[config.mk]
export PLATFORM = sky130hd
export DESIGN_NAME = keypad_scan
export DESIGN_NICKNAME = d
export VERILOG_FILES = /design/src/rtl/keypad_pkg.sv /design/src/rtl/keypad_debounce.sv /design/src/rtl/keypad_scan.sv
export SDC_FILE = /design/constraint.sdc
export NUM_CORES = 1
export LEC_CHECK = 0
export ABC_AREA = 1
export ABC_CLOCK_PERIOD_IN_PS = 3400
export BUFFER_PORTS_ARGS = -buffer_cell sky130_fd_sc_hd__buf_2
export CAP_MARGIN = 40
export CORE_ASPECT_RATIO = 1.5
export CORE_MARGIN = 2
export CORE_UTILIZATION = 50
export DETAILED_ROUTE_END_ITERATION = 16
export HOLD_SLACK_MARGIN = 0.06
export PLACE_DENSITY = 0.75
export SLEW_MARGIN = 25
export SYNTH_ARGS = -nofsm -noshare
export SYNTH_HDL_FRONTEND = slang
export SYNTH_SLANG_ARGS = --single-unit
[constraint.sdc]
create_clock -name clk_i -period 3.4 [get_ports clk_i]
set_input_delay 0.68 -clock clk_i [delete_from_list [all_inputs] [get_ports clk_i]]
set_output_delay 0.68 -clock clk_i [all_outputs]
set_load 0.05 [all_outputs]
[src/rtl/keypad_pkg.sv]
// Shared types and constants for the 4x3 door-lock keypad scanner.
package keypad_pkg;

    localparam int NUM_ROWS = 4;
    localparam int NUM_COLS = 3;

    localparam logic [3:0] KEY_STAR = 4'hA;
    localparam logic [3:0] KEY_HASH = 4'hB;

    typedef enum logic [1:0] {
        IDLE     = 2'd0,
        DEBOUNCE = 2'd1,
        HELD     = 2'd2,
        RELEASE  = 2'd3
    } state_e;

    typedef enum logic [1:0] {
        RES_NONE   = 2'd0,
        RES_SINGLE = 2'd1,
        RES_MULTI  = 2'd2
    } scan_res_e;

    // Rows 0..2 are the digit rows 1-9; row 3 holds '*', '0', '#'.
    function automatic logic [3:0] key_map(input logic [1:0] row_idx, input logic [1:0] col_idx);
        logic [3:0] code;
        if (row_idx == 2'd3) begin
            case (col_idx)
                2'd0:    code = KEY_STAR;
                2'd1:    code = 4'h0;
                2'd2:    code = KEY_HASH;
                default: code = 4'h0;
            endcase
        end else begin
            code = ({2'b00, row_idx} * 4'd3) + {2'b00, col_idx} + 4'd1;
        end
        return code;
    endfunction

endpackage

[src/rtl/keypad_debounce.sv]
// Per-scan press/release debouncer: turns a stream of scan results into one
// key_valid strobe per accepted press and a held flag until release is confirmed.
module keypad_debounce
    import keypad_pkg::*;
#(
    parameter int DEB_SCANS = 4
) (
    input  logic      clk_i,
    input  logic      rst_i,
    input  logic      scan_done_i,
    input  scan_res_e result_i,
    input  logic [3:0] code_i,
    output logic [3:0] key_code_o,
    output logic      key_valid_o,
    output logic      key_held_o
);

    localparam int CW = $clog2(DEB_SCANS + 1);
    localparam logic [CW-1:0] CNT_ZERO = {CW{1'b0}};
    localparam logic [CW-1:0] CNT_ONE  = CW'(1);
    localparam logic [CW-1:0] CNT_DONE = CW'(DEB_SCANS);

    state_e        state_q, state_d;
    logic [CW-1:0] cnt_q, cnt_d, cnt_inc_s;
    logic [3:0]    cand_q, cand_d;
    logic [3:0]    key_code_q, key_code_d;
    logic          key_valid_q, key_valid_d;
    logic          key_held_q, key_held_d;

    // Next-state logic, advanced only on the cycle a full scan completes.
    always_comb begin
        state_d     = state_q;
        cnt_d       = cnt_q;
        cand_d      = cand_q;
        key_code_d  = key_code_q;
        key_valid_d = 1'b0;
        cnt_inc_s   = cnt_q + CNT_ONE;
        if (scan_done_i) begin
            case (state_q)
                IDLE: begin
                    if (result_i == RES_SINGLE) begin
                        state_d = DEBOUNCE;
                        cand_d  = code_i;
                        cnt_d   = CNT_ONE;
                    end else begin
                        cnt_d   = CNT_ZERO;
                    end
                end
                DEBOUNCE: begin
                    if ((result_i == RES_SINGLE) && (code_i == cand_q)) begin
                        if (cnt_inc_s == CNT_DONE) begin
                            state_d     = HELD;
                            cnt_d       = CNT_ZERO;
                            key_code_d  = cand_q;
                            key_valid_d = 1'b1;
                        end else begin
                            cnt_d = cnt_inc_s;
                        end
                    end else if (result_i == RES_SINGLE) begin
                        cand_d = code_i;
                        cnt_d  = CNT_ONE;
                    end else begin
                        state_d = IDLE;
                        cnt_d   = CNT_ZERO;
                    end
                end
                HELD: begin
                    if (result_i == RES_NONE) begin
                        state_d = RELEASE;
                        cnt_d   = CNT_ONE;
                    end else begin
                        cnt_d   = CNT_ZERO;
                    end
                end
                RELEASE: begin
                    if (result_i == RES_NONE) begin
                        if (cnt_inc_s == CNT_DONE) begin
                            state_d = IDLE;
                            cnt_d   = CNT_ZERO;
                        end else begin
                            cnt_d = cnt_inc_s;
                        end
                    end else begin
                        state_d = HELD;
                        cnt_d   = CNT_ZERO;
                    end
                end
                default: begin
                    state_d = IDLE;
                    cnt_d   = CNT_ZERO;
                end
            endcase
        end else begin
            state_d = state_q;
        end
        key_held_d = (state_d == HELD) || (state_d == RELEASE);
    end

    // FSM and output registers.
    always_ff @(posedge clk_i or posedge rst_i) begin
        if (rst_i) begin
            state_q     <= IDLE;
            cnt_q       <= CNT_ZERO;
            cand_q      <= 4'h0;
            key_code_q  <= 4'h0;
            key_valid_q <= 1'b0;
            key_held_q  <= 1'b0;
        end else begin
            state_q     <= state_d;
            cnt_q       <= cnt_d;
            cand_q      <= cand_d;
            key_code_q  <= key_code_d;
            key_valid_q <= key_valid_d;
            key_held_q  <= key_held_d;
        end
    end

    assign key_code_o  = key_code_q;
    assign key_valid_o = key_valid_q;
    assign key_held_o  = key_held_q;

endmodule

[src/rtl/keypad_scan.sv]
// 4x3 keypad scanner: strobes columns, samples synchronized rows at the end of
// each column dwell and classifies each full scan before debouncing.
module keypad_scan
    import keypad_pkg::*;
#(
    parameter int SCAN_DIV  = 10000,
    parameter int DEB_SCANS = 4
) (
    input  logic                clk_i,
    input  logic                rst_i,
    input  logic [NUM_ROWS-1:0] row_i,
    output logic [NUM_COLS-1:0] col_o,
    output logic [3:0]          key_code_o,
    output logic                key_valid_o,
    output logic                key_held_o
);

    localparam int DW = $clog2(SCAN_DIV);
    localparam logic [DW-1:0] DWELL_LAST = DW'(SCAN_DIV - 1);
    localparam logic [DW-1:0] DWELL_ONE  = DW'(1);

    logic [NUM_ROWS-1:0] row_meta_q, row_sync_q;
    logic [DW-1:0]       dwell_q, dwell_d;
    logic [NUM_COLS-1:0] col_q, col_d, col_nxt_s;
    logic [1:0]          hits_q, hits_d, hits_acc_s;
    logic [3:0]          code_q, code_d, code_acc_s;
    logic [2:0]          row_ones_s, hits_sum_s;
    logic [1:0]          row_idx_s, col_idx_s;
    logic                last_dwell_s, scan_done_s;
    scan_res_e           result_s;

    // Hit accounting: hits saturates at 2, which is all the classifier needs.
    always_comb begin
        row_ones_s = 3'd0;
        row_idx_s  = 2'd0;
        for (int r = 0; r < NUM_ROWS; r++) begin
            row_ones_s = row_ones_s + {2'b00, row_sync_q[r]};
            if (row_sync_q[r]) begin
                row_idx_s = 2'(r);
            end else begin
                row_idx_s = row_idx_s;
            end
        end
        case (col_q)
            3'b001:  begin col_idx_s = 2'd0; col_nxt_s = 3'b010; end
            3'b010:  begin col_idx_s = 2'd1; col_nxt_s = 3'b100; end
            3'b100:  begin col_idx_s = 2'd2; col_nxt_s = 3'b001; end
            default: begin col_idx_s = 2'd0; col_nxt_s = 3'b001; end
        endcase
        last_dwell_s = (dwell_q == DWELL_LAST);
        scan_done_s  = last_dwell_s && col_q[NUM_COLS-1];
        hits_sum_s   = {1'b0, hits_q} + row_ones_s;
        hits_acc_s   = (hits_sum_s >= 3'd2) ? 2'd2 : hits_sum_s[1:0];
        if ((hits_q == 2'd0) && (row_ones_s == 3'd1)) begin
            code_acc_s = key_map(row_idx_s, col_idx_s);
        end else begin
            code_acc_s = code_q;
        end
        case (hits_acc_s)
            2'd0:    result_s = RES_NONE;
            2'd1:    result_s = RES_SINGLE;
            default: result_s = RES_MULTI;
        endcase
        if (last_dwell_s) begin
            dwell_d = {DW{1'b0}};
            col_d   = col_nxt_s;
            hits_d  = scan_done_s ? 2'd0 : hits_acc_s;
            code_d  = scan_done_s ? 4'h0 : code_acc_s;
        end else begin
            dwell_d = dwell_q + DWELL_ONE;
            col_d   = col_q;
            hits_d  = hits_q;
            code_d  = code_q;
        end
    end

    // Row synchronizer, dwell counter, column rotation and partial-scan state.
    always_ff @(posedge clk_i or posedge rst_i) begin
        if (rst_i) begin
            row_meta_q <= {NUM_ROWS{1'b0}};
            row_sync_q <= {NUM_ROWS{1'b0}};
            dwell_q    <= {DW{1'b0}};
            col_q      <= 3'b001;
            hits_q     <= 2'd0;
            code_q     <= 4'h0;
        end else begin
            row_meta_q <= row_i;
            row_sync_q <= row_meta_q;
            dwell_q    <= dwell_d;
            col_q      <= col_d;
            hits_q     <= hits_d;
            code_q     <= code_d;
        end
    end

    assign col_o = col_q;

    keypad_debounce #(
        .DEB_SCANS (DEB_SCANS)
    ) u_debounce (
        .clk_i       (clk_i),
        .rst_i       (rst_i),
        .scan_done_i (scan_done_s),
        .result_i    (result_s),
        .code_i      (code_acc_s),
        .key_code_o  (key_code_o),
        .key_valid_o (key_valid_o),
        .key_held_o  (key_held_o)
    );

endmodule

==> results of run 1 <==
==> sequential cells by signal (all words and copies together), names as in the netlist <==
register                flops
row_sync_q                  4
dwell_q                    14
u_debounce.cnt_q            3
code_q                      4
u_debounce.key_held_o       1
row_meta_q                  4
u_debounce.cand_q           4
u_debounce.key_code_o       4
u_debounce.key_valid_o      1
hits_q                      2
col_o                       3
u_debounce.state_q          2
==> power groups by stage <==
stage               Sequential [W]  Clock [W]  Combinational [W]
global placement          0.000565          0           0.000151
global route              0.000555   0.000378           0.000180
finish                    0.000554   0.000340           0.000158
floorplan                 0.000564          0           0.000126
detailed placement        0.000565          0           0.000158
CTS                       0.000554   0.000353           0.000159
==> per-layer routing <==
layer / track usage (%) / vias to the layer above / wire (um) / part of all wire [%]
met5: 0 / - / 0 / 0
met4: 7.41 / 0 / 104 / 2.3
met3: 3.44 / 12 / 158 / 3.5
met2: 32.3 / 42 / 2290 / 51
met1: 21.1 / 903 / 1920 / 43
li1: - / 1030 / - / -
==> synth_stat cells, types with 5 or more instances <==
cell type,n
ha_1,10
nor2_1,19
o21ai_1,5
nor2_4,5
nand3_1,30
o21ai_0,11
dfrtp_1,45
inv_1,54
nand2_1,79
a21oi_1,8
==> kinds of logic after synthesis <==
family / Yosys count / share of synthesized area (%)
fa+ha+maj: 14 / 7.99
buf+inv: 59 / 8.62
simple gates: 159 / 30.6
compound gates: 31 / 6.53
xor+xnor: 4 / 1.36
flops: 46 / 44.9
==> worst paths after layout <==
check,end,slack (ns),cells after the start
setup / recovery,u_debounce.key_code_o[0],0.38,12
hold / removal,row_sync_q[0],0.35,0
min in group asynchronous,dwell_q[6],0.43,2
hold reg to reg,row_sync_q[0],0.35,0
setup reg to reg,u_debounce.key_code_o[0],0.38,12
max in group asynchronous,col_o[0],2.39,3
==> stage by stage <==
stage	util [%]	hold slack, ns
2_1_floorplan	-	0.331
3_3_place_gp	54.0	0.333
3_5_place_dp	54.5	0.337
4_1_cts	56.4	0.355
5_1_grt	56.4	0.374
6_report	56.4	0.354
==> area by class of cell <==
class | instances | area [sq um] | share of cell area (%)
Clock buffer | 6 | 82.6 | 2.90
Clock inverter | 2 | 12.5 | 0.440
Inverter | 59 | 221 | 7.78
Multi-Input combinational cell | 208 | 1190 | 42.0
Sequential cell | 46 | 1150 | 40.5
Tap cell | 68 | 85.1 | 2.99
Timing Repair Buffer | 15 | 97.6 | 3.43
==> out/summary.txt, run 1 <==
CTS buffer count: 5
Grt total ovfl: 0
Post-CTS Hold Buffers: 0
PostCTS Resize Cnt: 0
Critical path fanouts, max: 5
Maxcap violations: 0
CP max-delay cell: fa_1
Worst min-delay path category: flip-flop to flip-flop
Die Footprint: 5740 sq um
Setup Buffers After CTS: 0
Ant. Diodes: 0
Net Switching: 0.000284 W
Initial DRC Count: 71
Global-route wire length before repair: 8.40 mm
H-tree depth: 2
Chip Width: 62.5 um
CTS root buffer: clkbuf_8
Most numerous cell on the critical path: nand2_1
Setup crit start: row_sync_q[1]
WP data required: 3.59 ns
CP max stage delay: 0.46 ns
Vias: 1987
Vias in the first global route: 1977
Tcrit/Tclk final: 88.9%
DR WL/cell: 11.1 um
Die Ht: 91.8 um
Final setup viols: 0
First-pass detailed-route iteration total: 4
Initial core utilization: 50.9%
CTS tree: built
PD cells: 369 nW/um^2
Largest net degree at the start of global routing: 27
All-Layer GR Usage: 18.1%
Area growth, synth to finish: 10.8%
Crit path launch type: flip-flop
Clock network fraction of design power: 32.3%
Syn_area_per_cell: 8.21 sq um
Largest delay share family, worst path: adder cells
Final setup margin: 0.377 ns
Top cell type's share of synthesized area: 43.8%
Seq pwr share: 52.7%
Gate power share: 15.0%
Power Total: 0.00105 W
Initial antenna violation count: 0
Largest cells by area after synthesis: dfrtp_1, nand2_1, inv_1
Pre-CTS setup slack: 0.370 ns
Post-synthesis cell area: 2570 sq um
Leakage power figure: 1.51 nW
Area after DPL: 2750 sq um
P_int: 0.000768 W
Num Clock Sinks: 46
Crit-path cells: fa_1 > ha_1 > ha_1 > fa_1 > a21oi_1 > o21ai_1 > nor2_2 > nand2_1 > nor2_4 > nand4_1 > nand2_1 > nand2_1
Max Fclk: 331 MHz
Row cnt: 32
Switching share of total power: 27.0%
Worst-margin pin slew: 0.572 ns
Distinct cell type count after synthesis: 33
Max_slew headroom: 61.8%
Worst VDD drop: 305 uV
# IOs: 15
Worst reg2reg path startpoint: row_sync_q[1]
Port buffer count: 14
Cell taking the most area after synthesis: dfrtp_1
Post-synth top flop: dfrtp_1
DP Cell Count: 396
Synthesized Nets: 333
Status: finished clean
Seq/Total Area, Yosys: 44.9%
DR vias/cell: 4.92
Hold Violations, Final: 0
Post-Synthesis Cells: 313
Setup_tns: 0 ns
Fillers: 492
WS Path Type: flip-flop to flip-flop
Non-Filler Instances: 404
DRC viols: 0
Post-Route Skew: 0.00760 ns
Unrepaired setup endpoints after global routing: false
Core region area: 5040 sq um
Final Wtd Congestion: 0.890
Final WL: 4.47 mm
YS warnings: 0
CP Buf/Inv Count: 0
Layout cell share with drive strength beyond 1: 14.9%
Pins Over Slew Limit: 0
FFs w/ async S/R, synth: 100%
WP data arrival: 3.21 ns
Dpl hpwl: 3.62 mm
Final #Nets: 355
Clock transition at path regs: 0.08 ns
Most common cell after layout, fill and taps aside: nand2_1
Post-route cell area: 2850 sq um
Commonest cells after routing, fill and taps aside: nand2_1, inv_1, dfrtp_1, nand3_1, nor2_1
Worst hold start: row_meta_q[0]
Max clock buf depth: 2
Fin crit period: 3.02 ns
Antenna viol nets, final: 0
Post-synth EDFFs: 0
#FFs+latches synth: 46
Crit end category: flip-flop
Worst-Skew Late Latency: 0.29 ns
Note: power is estimated with default switching activity, not from simulation.
==> run 2, diff against run 1 <==
--- a/config.mk
+++ b/config.mk
@@ -11,10 +11,10 @@
 export CAP_MARGIN = 40
 export CORE_ASPECT_RATIO = 1.5
 export CORE_MARGIN = 2
-export CORE_UTILIZATION = 50
+export CORE_UTILIZATION = 45
 export DETAILED_ROUTE_END_ITERATION = 16
 export HOLD_SLACK_MARGIN = 0.06
-export PLACE_DENSITY = 0.75
+export PLACE_DENSITY = 0.7
 export SLEW_MARGIN = 25
 export SYNTH_ARGS = -nofsm -noshare
 export SYNTH_HDL_FRONTEND = slang
==> run 2 against run 1 <==
  * Cell count up 0.50%
  * Clock skew up 0.0019 ns
  * Total power up 5.5%
  * Non-clock buffer count unchanged
  * Largest power group unchanged
  * Highest routed layer unchanged
==> out/summary.txt, run 2 (synthesis results as in run 1) <==
PD cells: 389 nW/um^2 (+5.2%)
Worst reg2reg path endpoint: u_debounce.key_code_o[0]
Chip Width: 65.7 um (+5.1%)
Commonest cells after routing, fill and taps aside: nand2_1, inv_1, dfrtp_1, nand3_1, nor2_1
Core region area: 5490 sq um (+8.9%)
Worst-margin pin slew: 0.439 ns (-0.133 ns)
Final setup margin: 0.371 ns (-0.00580 ns)
Largest delay share family, worst path: adder cells
Global-route wire length before repair: 8.14 mm (-3.1%)
Worst VDD drop: 290 uV (-5.0%)
Initial core utilization: 46.8% (-4.1 points)
# IOs: 15 (unchanged)
Power Total: 0.00111 W (+5.5%)
WS Path Type: flip-flop to flip-flop
DR WL/cell: 11.0 um (-0.51%)
Reg2reg path depth: 12 (unchanged)
Pre-CTS setup slack: 0.376 ns (+0.00571 ns)
All-Layer GR Usage: 16.5% (-1.5 points)
Max clock buf depth: 2 (unchanged)
Worst-Skew Late Latency: 0.30 ns (about the same)
Crit-path cells: fa_1 > ha_1 > ha_1 > fa_1 > a21oi_1 > o21ai_1 > nor2_2 > nand2_1 > nor2_4 > nand4_1 > nand2_1 > nand2_1
Leakage power figure: 1.51 nW (about the same)
Layout cell share with drive strength beyond 1: 14.6% (-0.30 points)
CTS tree: built
Setup Buffers After CTS: 0 (unchanged)
Seq pwr share: 49.9% (-2.8 points)
Initial DRC Count: 71 (unchanged)
First-pass detailed-route iteration total: 4 (unchanged)
Clock network fraction of design power: 36.1% (+3.8 points)
DRC viols: 0 (unchanged)
CP max stage delay: 0.46 ns (about the same)
Area growth, synth to finish: 11.2%
Crit path launch type: flip-flop
Final WL: 4.47 mm (about the same)
CTS root buffer: clkbuf_8
Num Clock Sinks: 46 (unchanged)
Row cnt: 33 (+3.1%)
Final setup viols: 0 (unchanged)
Net Switching: 0.000288 W (+1.2%)
WP data required: 3.60 ns (about the same)
Worst min-delay path category: flip-flop to flip-flop
Max Fclk: 330 MHz (-0.19%)
Initial antenna violation count: 0 (unchanged)
Gate power share: 14.0% (-1.0 points)
Pins Over Slew Limit: 0 (unchanged)
Worst hold start: row_meta_q[2]
Largest Register: dwell_q
P_int: 0.000822 W (+7.1%)
Max reg flops: 14 (unchanged)
Hold path cells: 0 (unchanged)
DR vias/cell: 4.83 (-1.7%)
Largest net degree at the start of global routing: 29 (+7.4%)
Die Footprint: 6340 sq um (+10%)
Post-CTS Hold Buffers: 0 (unchanged)
Die Ht: 96.5 um (+5.2%)
Unrepaired setup endpoints after global routing: false
Worst reg2reg path startpoint: row_sync_q[1]
Setup_tns: 0 ns (unchanged)
Dpl hpwl: 3.55 mm (-1.7%)
R2R setup slack: 0.37 ns (about the same)
CP max-delay cell: fa_1
Post-Route Skew: 0.00949 ns (+0.00189 ns)
Hold Violations, Final: 0 (unchanged)
Switching share of total power: 25.9% (-1.1 points)
Final #Nets: 355 (unchanged)
WHS Endpoint: row_sync_q[2]
Port buffer count: 14 (unchanged)
Fin crit period: 3.03 ns (+0.00580 ns)
Worst hold margin: 0.351 ns (-0.00228 ns)
Most common cell after layout, fill and taps aside: nand2_1
Vias in the first global route: 1901 (-3.8%)
Clock transition at path regs: 0.09 ns (about the same)
Maxcap violations: 0 (unchanged)
CTS buffer count: 5 (unchanged)
WP data arrival: 3.23 ns (+0.02 ns)
Most numerous cell on the critical path: nand2_1
Critical path fanouts, max: 5 (unchanged)
Grt total ovfl: 0 (unchanged)
CP Buf/Inv Count: 0 (unchanged)
Final Wtd Congestion: 0.833 (-6.3%)
Max_slew headroom: 70.5% (+8.7 points)
Crit end category: flip-flop
Tcrit/Tclk final: 89.1% (+0.17 points)
PostCTS Resize Cnt: 0 (unchanged)
Vias: 1963 (-1.2%)
H-tree depth: 2 (unchanged)
Fillers: 539 (+9.6%)
Status: finished clean
Ant. Diodes: 0 (unchanged)
Antenna viol nets, final: 0 (unchanged)
==> run 2: cell types whose count changed in the layout (fill, tap and decap cells not counted), sizes merged <==
| cell | change |
|---|---|
| clkinv | -1 |
| bufinv | +1 |
==> run 2: worst register-to-register path: stages (launching register included) <==
cell	delay [ns]
dfrtp_1	0.40
fa_1	0.46
ha_1	0.33
ha_1	0.22
fa_1	0.42
a21oi_1	0.15
o21ai_1	0.12
nor2_2	0.13
nand2_1	0.13
nor2_4	0.18
nand4_1	0.23
nand2_1	0.12
nand2_1	0.05
==> run 2: worst max-delay path by stage <==
stage	start	end	slack, ns	cells past startpoint
detailed placement	row_sync_q[1]	u_debounce.key_code_o[3]	0.38	12
CTS	row_sync_q[1]	u_debounce.key_code_o[3]	0.37	12
floorplan	row_sync_q[0]	u_debounce.key_code_o[0]	0.56	12
global route	row_sync_q[0]	u_debounce.key_code_o[0]	0.12	12
finish	row_sync_q[1]	u_debounce.key_code_o[0]	0.37	12
global placement	row_sync_q[0]	u_debounce.key_code_o[2]	0.45	12
==> run 2: per-stage QoR <==
step	area [sq um]	util (%)	std cells
final	2860	52.0	406
after global routing	2860	52.0	406
after CTS	2860	52.0	406
after detailed placement	2750	50.0	398
after global placement	2730	49.6	397
after floorplan	2570	-	313
==> run 2: power groups by stage <==
stage	combinational [W]	clock (W)	sequential, W
2_1_floorplan	0.000126	0	0.000564
4_1_cts	0.000158	0.000411	0.000554
6_report	0.000155	0.000401	0.000554
3_3_place_gp	0.000150	0	0.000565
3_5_place_dp	0.000157	0	0.000565
5_1_grt	0.000179	0.000433	0.000555
==> run 2: area by class of cell <==
cell class              count  area [sq um]  area share [%]
multi-input cells         208          1190            41.8
flip-flops and latches     46          1150            40.3
inverters                  59           221            7.75
repair buffers             15          90.1            3.15
well taps                  70          87.6            3.07
clock buffers               6          72.6            2.54
clock inverters             2          37.5            1.31
==> run 2: layer usage <==
| metal | part of all wire, % | GRT usage, % | wire (um) |
|---|---|---|---|
| met1 | 45 | 20.3 | 2010 |
| met2 | 51 | 28.3 | 2270 |
| met3 | 2.6 | 3.24 | 116 |
| met4 | 1.6 | 6.60 | 72 |
| met5 | 0 | 0 | 0 |
==> run 3, diff against run 2 <==
--- a/config.mk
+++ b/config.mk
@@ -5,7 +5,6 @@
 export SDC_FILE = /design/constraint.sdc
 export NUM_CORES = 1
 export LEC_CHECK = 0
-export ABC_AREA = 1
 export ABC_CLOCK_PERIOD_IN_PS = 3400
 export BUFFER_PORTS_ARGS = -buffer_cell sky130_fd_sc_hd__buf_2
 export CAP_MARGIN = 40
==> run 3 against run 2 <==
  * Worst setup slack lost 0.33 ns
  * Clock power grew 5.0%
  * Sequential share of layout area shrank 0.37 points
  * Synthesized area shrank 5.7%
  * Worst hold slack lost 0.0068 ns
  * Sequential power is essentially flat
  * Register-to-register slack lost 0.33 ns
  * Flip-flop and latch count is the same
  * Global-route usage grew 0.41 points
  * Core utilization grew 4.0 points
  * Largest cell class unchanged
  * Highest routed layer unchanged
==> out/summary.txt, run 3 <==
Status: finished clean
Largest Register: dwell_q
Worst reg2reg path endpoint: u_debounce.key_code_o[2]
R2R setup slack: 0.04 ns (-0.33 ns)
Final Core Density: 56.1% (+4.0 points)
Worst min-delay path category: input port to async pin
Fillers: 477 (-12%)
Fin crit period: 3.36 ns (+0.328 ns)
CP Buf/Inv Count: 0 (unchanged)
Layout cell share with drive strength beyond 1: 25.0% (+10 points)
Initial antenna violation count: 0 (unchanged)
WP data arrival: 3.56 ns (+0.33 ns)
Final WL: 4.70 mm (+5.2%)
Non-Filler Instances: 332 (-18%)
Commonest cells after routing, fill and taps aside: dfrtp_1, nand2_1, nor2_1, buf_4, buf_2
Top cell type's share of synthesized area: 46.5% (+2.7 points)
Post-Route Skew: 0.0164 ns (+0.00689 ns)
Num Clock Sinks: 46 (unchanged)
CTS root buffer: clkbuf_8
DP Cell Count: 322 (-19%)
Largest net degree at the start of global routing: 29 (unchanged)
Synth cell count leaders: dfrtp_1, nand2_1, nor2_1, inv_1
Reg area: 1160 sq um (+0.43%)
Post-CTS Hold Buffers: 0 (unchanged)
Worst VDD drop: 300 uV (+3.6%)
Worst hold margin: 0.345 ns (-0.00680 ns)
Final setup margin: 0.0431 ns (-0.328 ns)
Post-synth top flop: dfrtp_1
Unrepaired setup endpoints after global routing: true
DR vias/cell: 5.25 (+8.5%)
Crit end category: flip-flop
WP data required: 3.61 ns (about the same)
Max clock buf depth: 2 (unchanged)
Port buffer count: 14 (unchanged)
Initial DRC Count: 66 (-7.0%)
Max reg flops: 14 (unchanged)
Maxcap violations: 0 (unchanged)
Final #Nets: 283 (-20%)
# IOs: 15 (unchanged)
CTS buffer count: 5 (unchanged)
Worst-Skew Late Latency: 0.31 ns (about the same)
Post-route cell area: 2900 sq um (+1.4%)
H-tree depth: 2 (unchanged)
Antenna viol nets, final: 0 (unchanged)
First-pass detailed-route iteration total: 4 (unchanged)
Dpl hpwl: 3.41 mm (-3.9%)
Crit path launch type: flip-flop
Vias: 1742 (-11%)
Most common cell after layout, fill and taps aside: dfrtp_1
Syn_area_per_cell: 10.5 sq um (+28%)
Tcrit/Tclk final: 98.7% (+9.7 points)
CTS tree: built
Die Footprint: 6000 sq um (-5.5%)
PD cells: 398 nW/um^2 (+2.6%)
Worst path depth: 10 (-2)
Critical path fanouts, max: 5 (unchanged)
Vias in the first global route: 1701 (-11%)
Row cnt: 32 (-3.0%)
CP max-delay cell: fa_1
Post-synthesis cell area: 2420 sq um (-5.7%)
Seq/Total Area, Yosys: 47.6% (+2.7 points)
Post-synth EDFFs: 0 (unchanged)
Cell taking the most area after synthesis: dfrtp_1
Leakage power figure: 1.38 nW (-8.6%)
Grt total ovfl: 0 (unchanged)
DRC viols: 0 (unchanged)
WS Path Type: flip-flop to flip-flop
Largest cells by area after synthesis: dfrtp_1, ha_1, nand2_1
DR WL/cell: 14.2 um (+29%)
Chip Width: 63.9 um (-2.7%)
Synthesized Nets: 250 (-25%)
Pre-CTS setup slack: -0.0646 ns (-0.440 ns)
Ant. Diodes: 0 (unchanged)
Pins Over Slew Limit: 0 (unchanged)
YS warnings: 0 (unchanged)
Worst-margin pin slew: 0.419 ns (-0.0191 ns)
Post-Synthesis Cells: 230 (-27%)
Final Wtd Congestion: 0.745 (-11%)
Largest delay share family, worst path: simple AND/OR/NAND/NOR gates
Area growth, synth to finish: 19.6%
Hold Violations, Final: 0 (unchanged)
FFs w/ async S/R, synth: 100% (unchanged)
Area after DPL: 2690 sq um (-2.0%)
All-Layer GR Usage: 16.9% (+0.41 points)
CP max stage delay: 0.54 ns (+0.08 ns)
Max Fclk: 298 MHz (-9.8%)
Crit-path cells: fa_1 > ha_2 > ha_4 > or3b_4 > nor3_4 > mux2i_2 > xnor2_2 > nor4_4 > and4_4 > mux2_1
Global-route wire length before repair: 7.82 mm (-3.9%)
Initial core utilization: 46.9% (+0.099 points)
Most common cell in the netlist: dfrtp_1
Clock transition at path regs: 0.10 ns (about the same)
#FFs+latches synth: 46 (unchanged)
Worst reg2reg path startpoint: row_sync_q[0]
Distinct cell type count after synthesis: 48 (+45%)
Max_slew headroom: 71.6% (+1.1 points)
Die Ht: 93.8 um (-2.8%)
Multi-input logic area: 1280 sq um (+6.9%)
Reg2reg path depth: 10 (-2)
Final setup viols: 0 (unchanged)
Core region area: 5160 sq um (-5.9%)
## run 3: per-layer routing
layer / track usage [%] / vias up / share of wire, %
li1: - / 853 / -
met1: 18.9 / 860 / 41
met2: 31.3 / 24 / 55
met3: 3.96 / 5 / 3.0
met4: 5.43 / 0 / 1.3
met5: 0 / - / 0
## run 3: power by group
part           leakage, nW  total [W]  switching, W  internal (W)
clock               0.0585   0.000421      0.000201      0.000221
combinational        0.714   0.000178     0.0000925     0.0000859
sequential           0.606   0.000554    0.00000253      0.000551
total                 1.38    0.00115      0.000296      0.000858
## run 3: layout make-up
type / count / area share [%]
clock buffer: 5 / 2.38
inverter: 12 / 1.56
sequential: 46 / 40.0
tap: 68 / 2.94
clock inverter: 3 / 1.51
multi-input combinational: 166 / 44.1
timing repair buffer: 32 / 7.52
## run 3: worst max-delay path by stage
| stage | start | to | slack [ns] |
|---|---|---|---|
| final | row_sync_q[0] | u_debounce.key_code_o[2] | 0.04 |
| after global routing | row_sync_q[0] | u_debounce.key_code_o[3] | -0.1 |
| after CTS | row_sync_q[0] | u_debounce.key_code_o[1] | -0.02 |
| after detailed placement | row_sync_q[0] | u_debounce.key_code_o[1] | -0.06 |
| after global placement | row_sync_q[0] | u_debounce.key_code_o[1] | 0.05 |
| after floorplan | col_o[2] | u_debounce.key_code_o[3] | 0.01 |
## run 3: timing repair
| item | CTS | global route |
|---|---|---|
| endpoints found under the setup margin | 7 | 8 |
| pin swaps | 0 | 5 |
| resized for setup | 2 | 14 |
| setup buffers | 0 | 2 |
## run 3: through the flow
stage | total power [W] | TNS, ns
after floorplan | 0.000667 | 0
after global placement | 0.000716 | 0
after detailed placement | 0.000723 | -0.265
after CTS | 0.00115 | -0.0918
after global routing | 0.00120 | -0.372
final | 0.00115 | 0
## run 3: logic make-up (layout without fill, tap and decap cells)
| logic type | Yosys count | in the layout | synth area share, % |
|---|---|---|---|
| buffers and inverters | 18 | 52 | 2.95 |
| XOR/XNOR | 18 | 18 | 6.51 |
| adder cells (fa/ha/maj) | 14 | 14 | 8.48 |
| flip-flops | 46 | 46 | 47.6 |
| AO/OA/AOI/OAI | 35 | 35 | 10.1 |
| AND/OR/NAND/NOR | 89 | 89 | 19.9 |
| multiplexers | 10 | 10 | 4.50 |
